$ cat src/rtl/snn_interfaces_pkg.sv
// Shared types for the event-driven convolution front end: coordinate vector,
// FSM state encoding and {x,y} pack/unpack helpers (x in the upper half).
package snn_interfaces_pkg;

    localparam int COORD_BITS       = 8;
    localparam int CHANNELS         = 6;
    localparam int BITS_PER_CHANNEL = 6;
    localparam int FM_WORD_WIDTH    = CHANNELS * BITS_PER_CHANNEL;

    typedef struct packed {
        logic [COORD_BITS-1:0] x;
        logic [COORD_BITS-1:0] y;
    } vec2_t;

    typedef enum logic [1:0] {
        ST_IDLE  = 2'd0,
        ST_POP   = 2'd1,
        ST_CONV  = 2'd2,
        ST_SWEEP = 2'd3
    } fsm_state_t;

    function automatic logic [2*COORD_BITS-1:0] pack_coordinates(input vec2_t v);
        return {v.x, v.y};
    endfunction

    function automatic vec2_t unpack_coordinates(input logic [2*COORD_BITS-1:0] d);
        vec2_t v;
        v.x = d[2*COORD_BITS-1:COORD_BITS];
        v.y = d[COORD_BITS-1:0];
        return v;
    endfunction

endpackage

$ cat src/rtl/fast_conv_controller_if.sv
// Bus between spike source / update stage and fast_conv_controller.
// Carries fifo_overflow only when FAST_CONV_OVERFLOW_FLAG_EN is defined.
interface fast_conv_controller_if
    import snn_interfaces_pkg::*;
#(
    parameter int IMG_WIDTH   = 32,
    parameter int IMG_HEIGHT  = 32,
    parameter int KERNEL_SIZE = 3
) ();
    localparam int FIFO_DATA_WIDTH = 2 * COORD_BITS;
    localparam int ADDR_WIDTH      = $clog2(IMG_WIDTH * IMG_HEIGHT);
    localparam int KIDX_WIDTH      = (KERNEL_SIZE > 1) ? $clog2(KERNEL_SIZE * KERNEL_SIZE) : 1;

    logic                       sys_enable;
    logic                       sys_reset;
    logic                       timestep;
    logic [FIFO_DATA_WIDTH-1:0] spike_event;
    logic                       write_enable;
    logic                       output_fifo_full;

    logic                       system_active;
    logic                       fifo_empty;
    logic                       fifo_full;
    logic                       pixel_valid;
    logic [FIFO_DATA_WIDTH-1:0] pixel_coord;
    logic [ADDR_WIDTH-1:0]      pixel_addr;
    logic [KIDX_WIDTH-1:0]      pixel_kidx;
    logic                       pixel_leak;
`ifdef FAST_CONV_OVERFLOW_FLAG_EN
    logic                       fifo_overflow;
`endif

    modport master (
`ifdef FAST_CONV_OVERFLOW_FLAG_EN
        input  fifo_overflow,
`endif
        output sys_enable, sys_reset, timestep, spike_event, write_enable, output_fifo_full,
        input  system_active, fifo_empty, fifo_full, pixel_valid, pixel_coord,
               pixel_addr, pixel_kidx, pixel_leak
    );

    modport slave (
`ifdef FAST_CONV_OVERFLOW_FLAG_EN
        output fifo_overflow,
`endif
        input  sys_enable, sys_reset, timestep, spike_event, write_enable, output_fifo_full,
        output system_active, fifo_empty, fifo_full, pixel_valid, pixel_coord,
               pixel_addr, pixel_kidx, pixel_leak
    );

endinterface

$ cat src/rtl/input_event_fifo.sv
// Synchronous event FIFO; empty/full come from an occupancy count so that a
// power-of-two depth can be completely filled.
module input_event_fifo #(
    parameter int DATA_WIDTH = 16,
    parameter int DEPTH      = 16,
    parameter int ADDR_WIDTH = $clog2(DEPTH)
) (
    input  logic                  clk,
    input  logic                  srst,
    input  logic                  wr_en,
    input  logic [DATA_WIDTH-1:0] wr_data,
    input  logic                  rd_en,
    output logic [DATA_WIDTH-1:0] rd_data,
    output logic                  empty,
    output logic                  full
);
    logic [DATA_WIDTH-1:0] r_mem [DEPTH];
    logic [ADDR_WIDTH-1:0] r_wr_ptr;
    logic [ADDR_WIDTH-1:0] r_rd_ptr;
    logic [ADDR_WIDTH:0]   r_count;
    logic                  w_push;
    logic                  w_pop;

    assign empty   = (r_count == '0);
    assign full    = (r_count == (ADDR_WIDTH+1)'(DEPTH));
    assign w_push  = wr_en & ~full;
    assign w_pop   = rd_en & ~empty;
    assign rd_data = r_mem[r_rd_ptr];

    always_ff @(posedge clk) begin
        if (srst) begin
            r_wr_ptr <= '0;
            r_rd_ptr <= '0;
            r_count  <= '0;
        end else begin
            if (w_push) r_wr_ptr <= r_wr_ptr + 1'b1;
            if (w_pop)  r_rd_ptr <= r_rd_ptr + 1'b1;
            r_count <= r_count + {{ADDR_WIDTH{1'b0}}, w_push} - {{ADDR_WIDTH{1'b0}}, w_pop};
        end
    end

    // Storage carries no reset so it can map onto plain RAM.
    always_ff @(posedge clk) begin
        if (w_push) r_mem[r_wr_ptr] <= wr_data;
    end

endmodule

$ cat src/rtl/fast_conv_controller.sv
// Event-driven convolution front end: queues spike events, expands each into its
// in-bounds kernel neighbourhood, and runs a leak sweep per timestep.
// Optional FAST_CONV_OVERFLOW_FLAG_EN adds a sticky fifo_overflow output.
module fast_conv_controller
    import snn_interfaces_pkg::*;
#(
    parameter int IMG_WIDTH                 = 32,
    parameter int IMG_HEIGHT                = 32,
    parameter int KERNEL_SIZE               = 3,
    parameter int INPUT_FIFO_EVENT_CAPACITY = 16,
    parameter int INPUT_FIFO_ADDR_WIDTH     = $clog2(INPUT_FIFO_EVENT_CAPACITY)
) (
    input  logic                  clk,
    input  logic                  rst,
    fast_conv_controller_if.slave bus
);
    localparam int R   = KERNEL_SIZE / 2;
    localparam int FDW = 2 * COORD_BITS;
    localparam int SW  = COORD_BITS + 1;
    localparam int KW  = (KERNEL_SIZE > 1) ? $clog2(KERNEL_SIZE) : 1;
    localparam int AW  = $clog2(IMG_WIDTH * IMG_HEIGHT);
    localparam int KIW = (KERNEL_SIZE > 1) ? $clog2(KERNEL_SIZE * KERNEL_SIZE) : 1;

    localparam logic [SW-1:0]         R_S    = SW'(R);
    localparam logic [SW-1:0]         W_S    = SW'(IMG_WIDTH);
    localparam logic [SW-1:0]         H_S    = SW'(IMG_HEIGHT);
    localparam logic [KW-1:0]         K_LAST = KW'(KERNEL_SIZE - 1);
    localparam logic [KIW-1:0]        K_SIZE = KIW'(KERNEL_SIZE);
    localparam logic [COORD_BITS-1:0] R_C    = COORD_BITS'(R);
    localparam logic [COORD_BITS-1:0] X_LAST = COORD_BITS'(IMG_WIDTH - 1);
    localparam logic [COORD_BITS-1:0] Y_LAST = COORD_BITS'(IMG_HEIGHT - 1);
    localparam logic [AW-1:0]         W_A    = AW'(IMG_WIDTH);

    function automatic logic [AW-1:0] lin_addr(input vec2_t p);
        return AW'(p.y) * W_A + AW'(p.x);
    endfunction

    fsm_state_t     r_state;
    fsm_state_t     w_state_next;
    logic           w_clr;
    logic           w_stall;
    logic           w_fifo_rd;
    logic           w_fifo_empty;
    logic           w_fifo_full;
    logic [FDW-1:0] w_fifo_dout;
    vec2_t          w_head;
    logic           w_head_ok;

    vec2_t          r_ev;          // latched event, reused as sweep position
    logic [KW-1:0]  r_kx;
    logic [KW-1:0]  r_ky;
    logic           r_pending;
    logic           w_sweep_start;

    logic [SW-1:0]  w_sx;
    logic [SW-1:0]  w_sy;
    logic           w_tap_ok;
    vec2_t          w_tap;
    logic [KIW-1:0] w_kidx;
    logic           w_conv_last;
    logic           w_sweep_last;

    logic           w_out_valid;
    logic           w_out_leak;
    vec2_t          w_out_pos;
    logic [KIW-1:0] w_out_kidx;

    logic           r_pix_valid;
    logic           r_pix_leak;
    vec2_t          r_pix_pos;
    logic [AW-1:0]  r_pix_addr;
    logic [KIW-1:0] r_pix_kidx;

    assign w_clr   = rst | bus.sys_reset;
    assign w_stall = bus.output_fifo_full;

    input_event_fifo #(
        .DATA_WIDTH (FDW),
        .DEPTH      (INPUT_FIFO_EVENT_CAPACITY),
        .ADDR_WIDTH (INPUT_FIFO_ADDR_WIDTH)
    ) u_fifo (
        .clk     (clk),
        .srst    (w_clr),
        .wr_en   (bus.write_enable),
        .wr_data (bus.spike_event),
        .rd_en   (w_fifo_rd),
        .rd_data (w_fifo_dout),
        .empty   (w_fifo_empty),
        .full    (w_fifo_full)
    );

    assign w_head    = unpack_coordinates(w_fifo_dout);
    assign w_head_ok = ({1'b0, w_head.x} < W_S) && ({1'b0, w_head.y} < H_S);

    // Kernel offsets are kept biased by +R so bounds checks stay unsigned.
    assign w_sx     = {1'b0, r_ev.x} + SW'(r_kx);
    assign w_sy     = {1'b0, r_ev.y} + SW'(r_ky);
    assign w_tap_ok = (w_sx >= R_S) && ((w_sx - R_S) < W_S) &&
                      (w_sy >= R_S) && ((w_sy - R_S) < H_S);
    assign w_tap.x  = r_ev.x + COORD_BITS'(r_kx) - R_C;
    assign w_tap.y  = r_ev.y + COORD_BITS'(r_ky) - R_C;
    assign w_kidx   = KIW'(r_ky) * K_SIZE + KIW'(r_kx);

    assign w_conv_last   = (r_kx == K_LAST) && (r_ky == K_LAST);
    assign w_sweep_last  = (r_ev.x == X_LAST) && (r_ev.y == Y_LAST);
    assign w_sweep_start = (r_state == ST_IDLE) && (w_state_next == ST_SWEEP);

    always_ff @(posedge clk) begin
        if (rst || bus.sys_reset) r_state <= ST_IDLE;
        else                      r_state <= w_state_next;
    end

    always_comb begin
        w_state_next = r_state;
        unique case (r_state)
            ST_IDLE: begin
                if (bus.sys_enable && !w_fifo_empty)   w_state_next = ST_POP;
                else if (bus.sys_enable && r_pending)  w_state_next = ST_SWEEP;
            end
            ST_POP:   w_state_next = w_head_ok ? ST_CONV : ST_IDLE;
            ST_CONV:  if (!w_stall && w_conv_last)  w_state_next = ST_IDLE;
            ST_SWEEP: if (!w_stall && w_sweep_last) w_state_next = ST_IDLE;
            default:  w_state_next = ST_IDLE;
        endcase
    end

    always_comb begin
        w_fifo_rd   = 1'b0;
        w_out_valid = 1'b0;
        w_out_leak  = 1'b0;
        w_out_pos   = '0;
        w_out_kidx  = '0;
        unique case (r_state)
            ST_POP: w_fifo_rd = 1'b1;
            ST_CONV: begin
                w_out_valid = w_tap_ok;
                if (w_tap_ok) begin
                    w_out_pos  = w_tap;
                    w_out_kidx = w_kidx;
                end
            end
            ST_SWEEP: begin
                w_out_valid = 1'b1;
                w_out_leak  = 1'b1;
                w_out_pos   = r_ev;
            end
            default: ;
        endcase
    end

    always_ff @(posedge clk) begin
        if (rst || bus.sys_reset) begin
            r_ev        <= '0;
            r_kx        <= '0;
            r_ky        <= '0;
            r_pending   <= 1'b0;
            r_pix_valid <= 1'b0;
            r_pix_leak  <= 1'b0;
            r_pix_pos   <= '0;
            r_pix_addr  <= '0;
            r_pix_kidx  <= '0;
        end else begin
            r_pending <= bus.timestep | (r_pending & ~w_sweep_start);
            unique case (r_state)
                ST_IDLE: if (w_sweep_start) r_ev <= '0;
                ST_POP: begin
                    r_ev <= w_head;
                    r_kx <= '0;
                    r_ky <= '0;
                end
                ST_CONV: if (!w_stall) begin
                    if (r_kx == K_LAST) begin
                        r_kx <= '0;
                        r_ky <= r_ky + 1'b1;
                    end else begin
                        r_kx <= r_kx + 1'b1;
                    end
                end
                ST_SWEEP: if (!w_stall) begin
                    if (r_ev.x == X_LAST) begin
                        r_ev.x <= '0;
                        r_ev.y <= r_ev.y + 1'b1;
                    end else begin
                        r_ev.x <= r_ev.x + 1'b1;
                    end
                end
                default: ;
            endcase
            // Presented request is only replaced once downstream can take it.
            if (!w_stall) begin
                r_pix_valid <= w_out_valid;
                r_pix_leak  <= w_out_leak;
                r_pix_pos   <= w_out_pos;
                r_pix_addr  <= lin_addr(w_out_pos);
                r_pix_kidx  <= w_out_kidx;
            end
        end
    end

`ifdef FAST_CONV_OVERFLOW_FLAG_EN
    logic r_overflow;
    always_ff @(posedge clk) begin
        if (rst || bus.sys_reset) r_overflow <= 1'b0;
        else                      r_overflow <= r_overflow | (bus.write_enable & w_fifo_full);
    end
    assign bus.fifo_overflow = r_overflow;
`endif

    assign bus.system_active = (r_state != ST_IDLE) | ~w_fifo_empty | r_pending;
    assign bus.fifo_empty    = w_fifo_empty;
    assign bus.fifo_full     = w_fifo_full;
    assign bus.pixel_valid   = r_pix_valid;
    assign bus.pixel_leak    = r_pix_leak;
    assign bus.pixel_coord   = pack_coordinates(r_pix_pos);
    assign bus.pixel_addr    = r_pix_addr;
    assign bus.pixel_kidx    = r_pix_kidx;

endmodule

$ cat src/flat_wrapper.sv
// flat-port wrapper written by rule: the top's interface ports become plain ports
module fast_conv_controller_flat import snn_interfaces_pkg::*;
#(
    parameter int IMG_WIDTH                 = 32,
    parameter int IMG_HEIGHT                = 32,
    parameter int KERNEL_SIZE               = 3,
    parameter int INPUT_FIFO_EVENT_CAPACITY = 16,
    parameter int INPUT_FIFO_ADDR_WIDTH     = $clog2(INPUT_FIFO_EVENT_CAPACITY)
)
  (clk, rst, bus_sys_enable, bus_sys_reset, bus_timestep, bus_spike_event, bus_write_enable, bus_output_fifo_full, bus_system_active, bus_fifo_empty, bus_fifo_full, bus_pixel_valid, bus_pixel_coord, bus_pixel_addr, bus_pixel_kidx, bus_pixel_leak);
  fast_conv_controller_if #(.IMG_WIDTH(IMG_WIDTH), .IMG_HEIGHT(IMG_HEIGHT), .KERNEL_SIZE(KERNEL_SIZE)) bus_i ();
  input  logic clk;
  input  logic rst;
  input wire logic [$bits(bus_i.sys_enable)-1:0] bus_sys_enable;
  input wire logic [$bits(bus_i.sys_reset)-1:0] bus_sys_reset;
  input wire logic [$bits(bus_i.timestep)-1:0] bus_timestep;
  input wire logic [$bits(bus_i.spike_event)-1:0] bus_spike_event;
  input wire logic [$bits(bus_i.write_enable)-1:0] bus_write_enable;
  input wire logic [$bits(bus_i.output_fifo_full)-1:0] bus_output_fifo_full;
  output wire logic [$bits(bus_i.system_active)-1:0] bus_system_active;
  output wire logic [$bits(bus_i.fifo_empty)-1:0] bus_fifo_empty;
  output wire logic [$bits(bus_i.fifo_full)-1:0] bus_fifo_full;
  output wire logic [$bits(bus_i.pixel_valid)-1:0] bus_pixel_valid;
  output wire logic [$bits(bus_i.pixel_coord)-1:0] bus_pixel_coord;
  output wire logic [$bits(bus_i.pixel_addr)-1:0] bus_pixel_addr;
  output wire logic [$bits(bus_i.pixel_kidx)-1:0] bus_pixel_kidx;
  output wire logic [$bits(bus_i.pixel_leak)-1:0] bus_pixel_leak;
  assign bus_i.sys_enable = bus_sys_enable;
  assign bus_i.sys_reset = bus_sys_reset;
  assign bus_i.timestep = bus_timestep;
  assign bus_i.spike_event = bus_spike_event;
  assign bus_i.write_enable = bus_write_enable;
  assign bus_i.output_fifo_full = bus_output_fifo_full;
  assign bus_system_active = bus_i.system_active;
  assign bus_fifo_empty = bus_i.fifo_empty;
  assign bus_fifo_full = bus_i.fifo_full;
  assign bus_pixel_valid = bus_i.pixel_valid;
  assign bus_pixel_coord = bus_i.pixel_coord;
  assign bus_pixel_addr = bus_i.pixel_addr;
  assign bus_pixel_kidx = bus_i.pixel_kidx;
  assign bus_pixel_leak = bus_i.pixel_leak;
  fast_conv_controller #(.IMG_WIDTH(IMG_WIDTH), .IMG_HEIGHT(IMG_HEIGHT), .KERNEL_SIZE(KERNEL_SIZE), .INPUT_FIFO_EVENT_CAPACITY(INPUT_FIFO_EVENT_CAPACITY), .INPUT_FIFO_ADDR_WIDTH(INPUT_FIFO_ADDR_WIDTH)) u_core (.clk(clk), .rst(rst), .bus(bus_i));
endmodule
$ cat config.mk
export PLATFORM = sky130hd
export DESIGN_NAME = fast_conv_controller_flat
export DESIGN_NICKNAME = d
export VERILOG_FILES = /design/src/rtl/snn_interfaces_pkg.sv /design/src/rtl/fast_conv_controller_if.sv /design/src/rtl/input_event_fifo.sv /design/src/rtl/fast_conv_controller.sv /design/src/flat_wrapper.sv
export SDC_FILE = /design/constraint.sdc
export NUM_CORES = 1
export LEC_CHECK = 0
export ABC_AREA = 0
export BUFFER_PORTS_ARGS = -buffer_cell sky130_fd_sc_hd__buf_4
export CAP_MARGIN = 20
export CORE_ASPECT_RATIO = 1.75
export CORE_MARGIN = 2
export CORE_UTILIZATION = 62
export DETAILED_ROUTE_END_ITERATION = 16
export HOLD_SLACK_MARGIN = 0.08
export PLACE_DENSITY = 0.77
export REMOVE_ABC_BUFFERS = 1
export SLEW_MARGIN = 30
export SYNTH_ARGS = -nofsm -noshare
export SYNTH_HDL_FRONTEND = slang
export SYNTH_SLANG_ARGS = --single-unit
$ cat constraint.sdc
create_clock -name clk -period 5.25 [get_ports clk]
set_input_delay 0 -clock clk [delete_from_list [all_inputs] [get_ports clk]]
set_output_delay 0 -clock clk [all_outputs]
set_load 0.02 [all_outputs]
==> summary.txt <==
Status
  • Outcome: completed

STA
  • RSZ-0062 raised after global routing: no
  • Fin. max-slew vios: 0
  • Final Setup Violations: 0
  • Final hold vios: 0
  • Worst-margin pin slew: 0.835 ns
  • Slew Limit Headroom: 0.440
  • Max Fclk: 233 MHz
  • Final Skew: 0.0170 ns
  • Final period util: 0.819
  • Post-route minimum period: 4.30 ns
  • Final setup TNS: 0 ns

Final layout
  • Final Cell Area: 16,300 µm²
  • Layout Nets: 1,114
  • Commonest cells after routing, fill and taps aside: edfxtp_1, buf_4, mux4_2, dfxtp_1, nor2_1
  • Most common cell after layout, fill and taps aside: edfxtp_1
  • Fraction of layout cells with a size suffix above 1: 0.228
  • Cell Count, Final, Fillers Out: 1,353
  • Diode count: 0
  • Area delta synth->final: 14.0%

Clocking
  • Max clock buf depth: 3
  • H-tree depth: 1
  • Worst skew pair latency: 0.56 ns
  • Clk sinks: 323
  • CTS resizes: 0
  • Num CTS Buffers: 28
  • CTS Root Cell: clkbuf_16
  • Clock-pin slew on the worst setup and hold paths: 0.07 ns
  • CTS tree: done

Synthesis
  • Synth top area share: 0.538
  • Synth async-reset ratio: 0
  • Synth area leader: edfxtp_1
  • Synth cell types: 62
  • Synth area leaders: edfxtp_1, mux4_2, dfxtp_1, ha_1, nor2_1
  • Sequential area share after synthesis: 0.632
  • Syn Inst Count: 944
  • Most used DFF post-synth: edfxtp_1
  • Mapped Avg Cell Area: 15.1 µm²
  • YS warnings: 0
  • Post-Synthesis Cell Area: 14,300 µm²
  • Synth Register Bits: 323
  • Post-synth EDFFs: 256

Floorplanning
  • I/O pin count: 58
  • Die H: 205 µm
  • Initial Util: 0.631
  • Row count: 73
  • X dimension of the die: 119 µm
  • Core Box Area: 22,700 µm²
  • Die area: 24,300 µm²

Placement
  • Cell Area, Placed: 15,100 µm²
  • Hpwl dp: 20.5 mm
  • PortBufs: 57
  • Placed cell count: 1,279
  • Final GP Congestion: 0.932

Power
  • P_leak: 5.56 nW
  • P_int: 4.02 mW
  • Maximum vdd drop: 0.000294 V
  • Sw power: 1.03 mW
  • Power per cell area: 310 nW/µm²
  • Clock share of power: 0.405
  • Gate power share: 0.042
  • Sw frac: 0.205
  • Sequential share of power: 0.553
  • Final total power: 5.05 mW

Setup path
  • WP data arrival: 4.73 ns
  • CP max FO: 14
  • WS Path Type: reg2reg
  • Critical Path Slowest Stage Cell: or4bb_1
  • Worst Setup End Kind: flop
  • Critical path's top delay family: adder cells
  • Worst Setup Start Kind: flop
  • CP Cell Sequence: ha_1, fa_1, or4bb_1, o22ai_4, mux2i_1, a211o_1, nor4_4, buf_4, a22o_2, ha_1, inv_1, fa_1, inv_1, a21oi_1, o21ai_1, o311ai_2
  • CP Buf/Inv Count: 3
  • Worst Path Required: 5.68 ns
  • Max stage delay on crit path: 0.58 ns

GRT
  • Largest net degree at the start of global routing: 52
  • Congestion Overflow GR: 0
  • Vias in the first global route: 8,506
  • Initial antenna violation count: 0
  • First-pass GRT wire length: 49.1 mm
  • GRT Overall Usage: 0.271

Route
  • Routed WL: 32.2 mm
  • DR vias: 8,278
  • Vias per inst: 6.12
  • DRC Markers: 0
  • Initial DRC count: 643
  • Post-DR wirelength/cell: 23.8 µm
  • Routed Antenna Nets: 0
  • Pre-antenna DRT Iters: 5

Min path
  • Worst min-delay path class: in2reg

Job
  • Max_cap viols: 0
==> cell usage after synthesis, drive strengths merged, types with 2 or more instances <==
master	instances
inv	48
and3	2
nand3	19
a311oi	3
edfxtp	256
nor2	72
or3	5
and2	5
a31oi	2
nor4	5
fa	8
mux2	2
a22oi	13
nand2	56
o22a	2
mux2i	10
dfxtp	67
o22ai	3
o41ai	2
o31ai	2
a21oi	48
a211oi	6
o21bai	2
clkbuf	29
nand3b	2
xor2	12
nor3	12
a21o	12
nor2b	3
ha	51
buf	23
a22o	8
mux4	79
nand2b	8
a221oi	2
nand4	8
o21ai	28
xnor2	16
==> final cells by class <==
| class | instances | area [µm²] |
|---|---|---|
| fillers | 1493 | 6370 |
| flip-flops and latches | 323 | 9030 |
| multi-input cells | 520 | 4890 |
| clock buffers | 32 | 737 |
| inverters | 49 | 184 |
| repair buffers | 110 | 896 |
| clock inverters | 19 | 173 |
| well taps | 300 | 375 |
==> final timing paths <==
check | start | endpoint | slack (ns) | depth (start not counted)
min | bus_spike_event[6] | u_core.u_fifo.r_mem[0][6] | 0.28 | 2
max | u_core.r_ev[8] | u_core.bus.pixel_addr[9] | 0.95 | 16
min reg2reg | u_core.bus.pixel_valid | u_core.bus.pixel_valid | 0.46 | 2
max reg2reg | u_core.r_ev[8] | u_core.bus.pixel_addr[9] | 0.95 | 16
==> routing by layer <==
layer | wire [µm] | track usage | vias up
li1 | - | - | 3779
met4 | 1650 | 0.139 | 0
met2 | 17900 | 0.512 | 269
met5 | 0 | 0 | -
met1 | 11200 | 0.296 | 4136
met3 | 1390 | 0.0337 | 94
==> repair_timing <==
item	CTS	global route
hold endpoints to repair	284	0
setup endpoints to repair	0	0
setup buffers	0	0
hold buffers	23	0
==> power by group through the flow <==
stage	Clock (mW)	Sequential [mW]	Combinational, mW
after CTS	2.08	2.79	0.213
after global placement	0	2.84	0.193
after floorplan	0	2.85	0.103
after global routing	2.18	2.79	0.231
final	2.05	2.79	0.212
after detailed placement	0	2.85	0.197
==> state kept, by name, indices dropped and copies added (netlist names), named ones only <==
signal	count
u_core.bus.pixel_addr	10
u_core.bus.pixel_coord	11
u_core.bus.pixel_kidx	4
u_core.bus.pixel_leak	1
u_core.bus.pixel_valid	1
u_core.r_ev	16
u_core.r_kx	2
u_core.r_ky	2
u_core.r_pending	1
u_core.r_state	2
u_core.u_fifo.r_count	5
u_core.u_fifo.r_mem	256
u_core.u_fifo.r_rd_ptr	4
u_core.u_fifo.r_wr_ptr	4
==> kinds of logic after synthesis <==
group / count (synthesis) / synth area share
AND/OR/NAND/NOR: 202 / 0.0657
flip-flops: 323 / 0.632
adder cells (fa/ha/maj): 59 / 0.0559
buffers and inverters: 101 / 0.0299
XOR/XNOR: 28 / 0.0172
AO/OA/AOI/OAI: 140 / 0.0666
multiplexers: 91 / 0.133
==> per-stage QoR <==
stage,setup slack (ns),util,hold WS [ns]
floorplan,0.756,-,0.0989
global placement,1.07,0.669,0.214
detailed placement,1.00,0.669,0.221
CTS,0.977,0.719,0.266
global route,0.748,0.719,0.297
finish,0.952,0.719,0.285
Power figures use the tool's default switching activity.
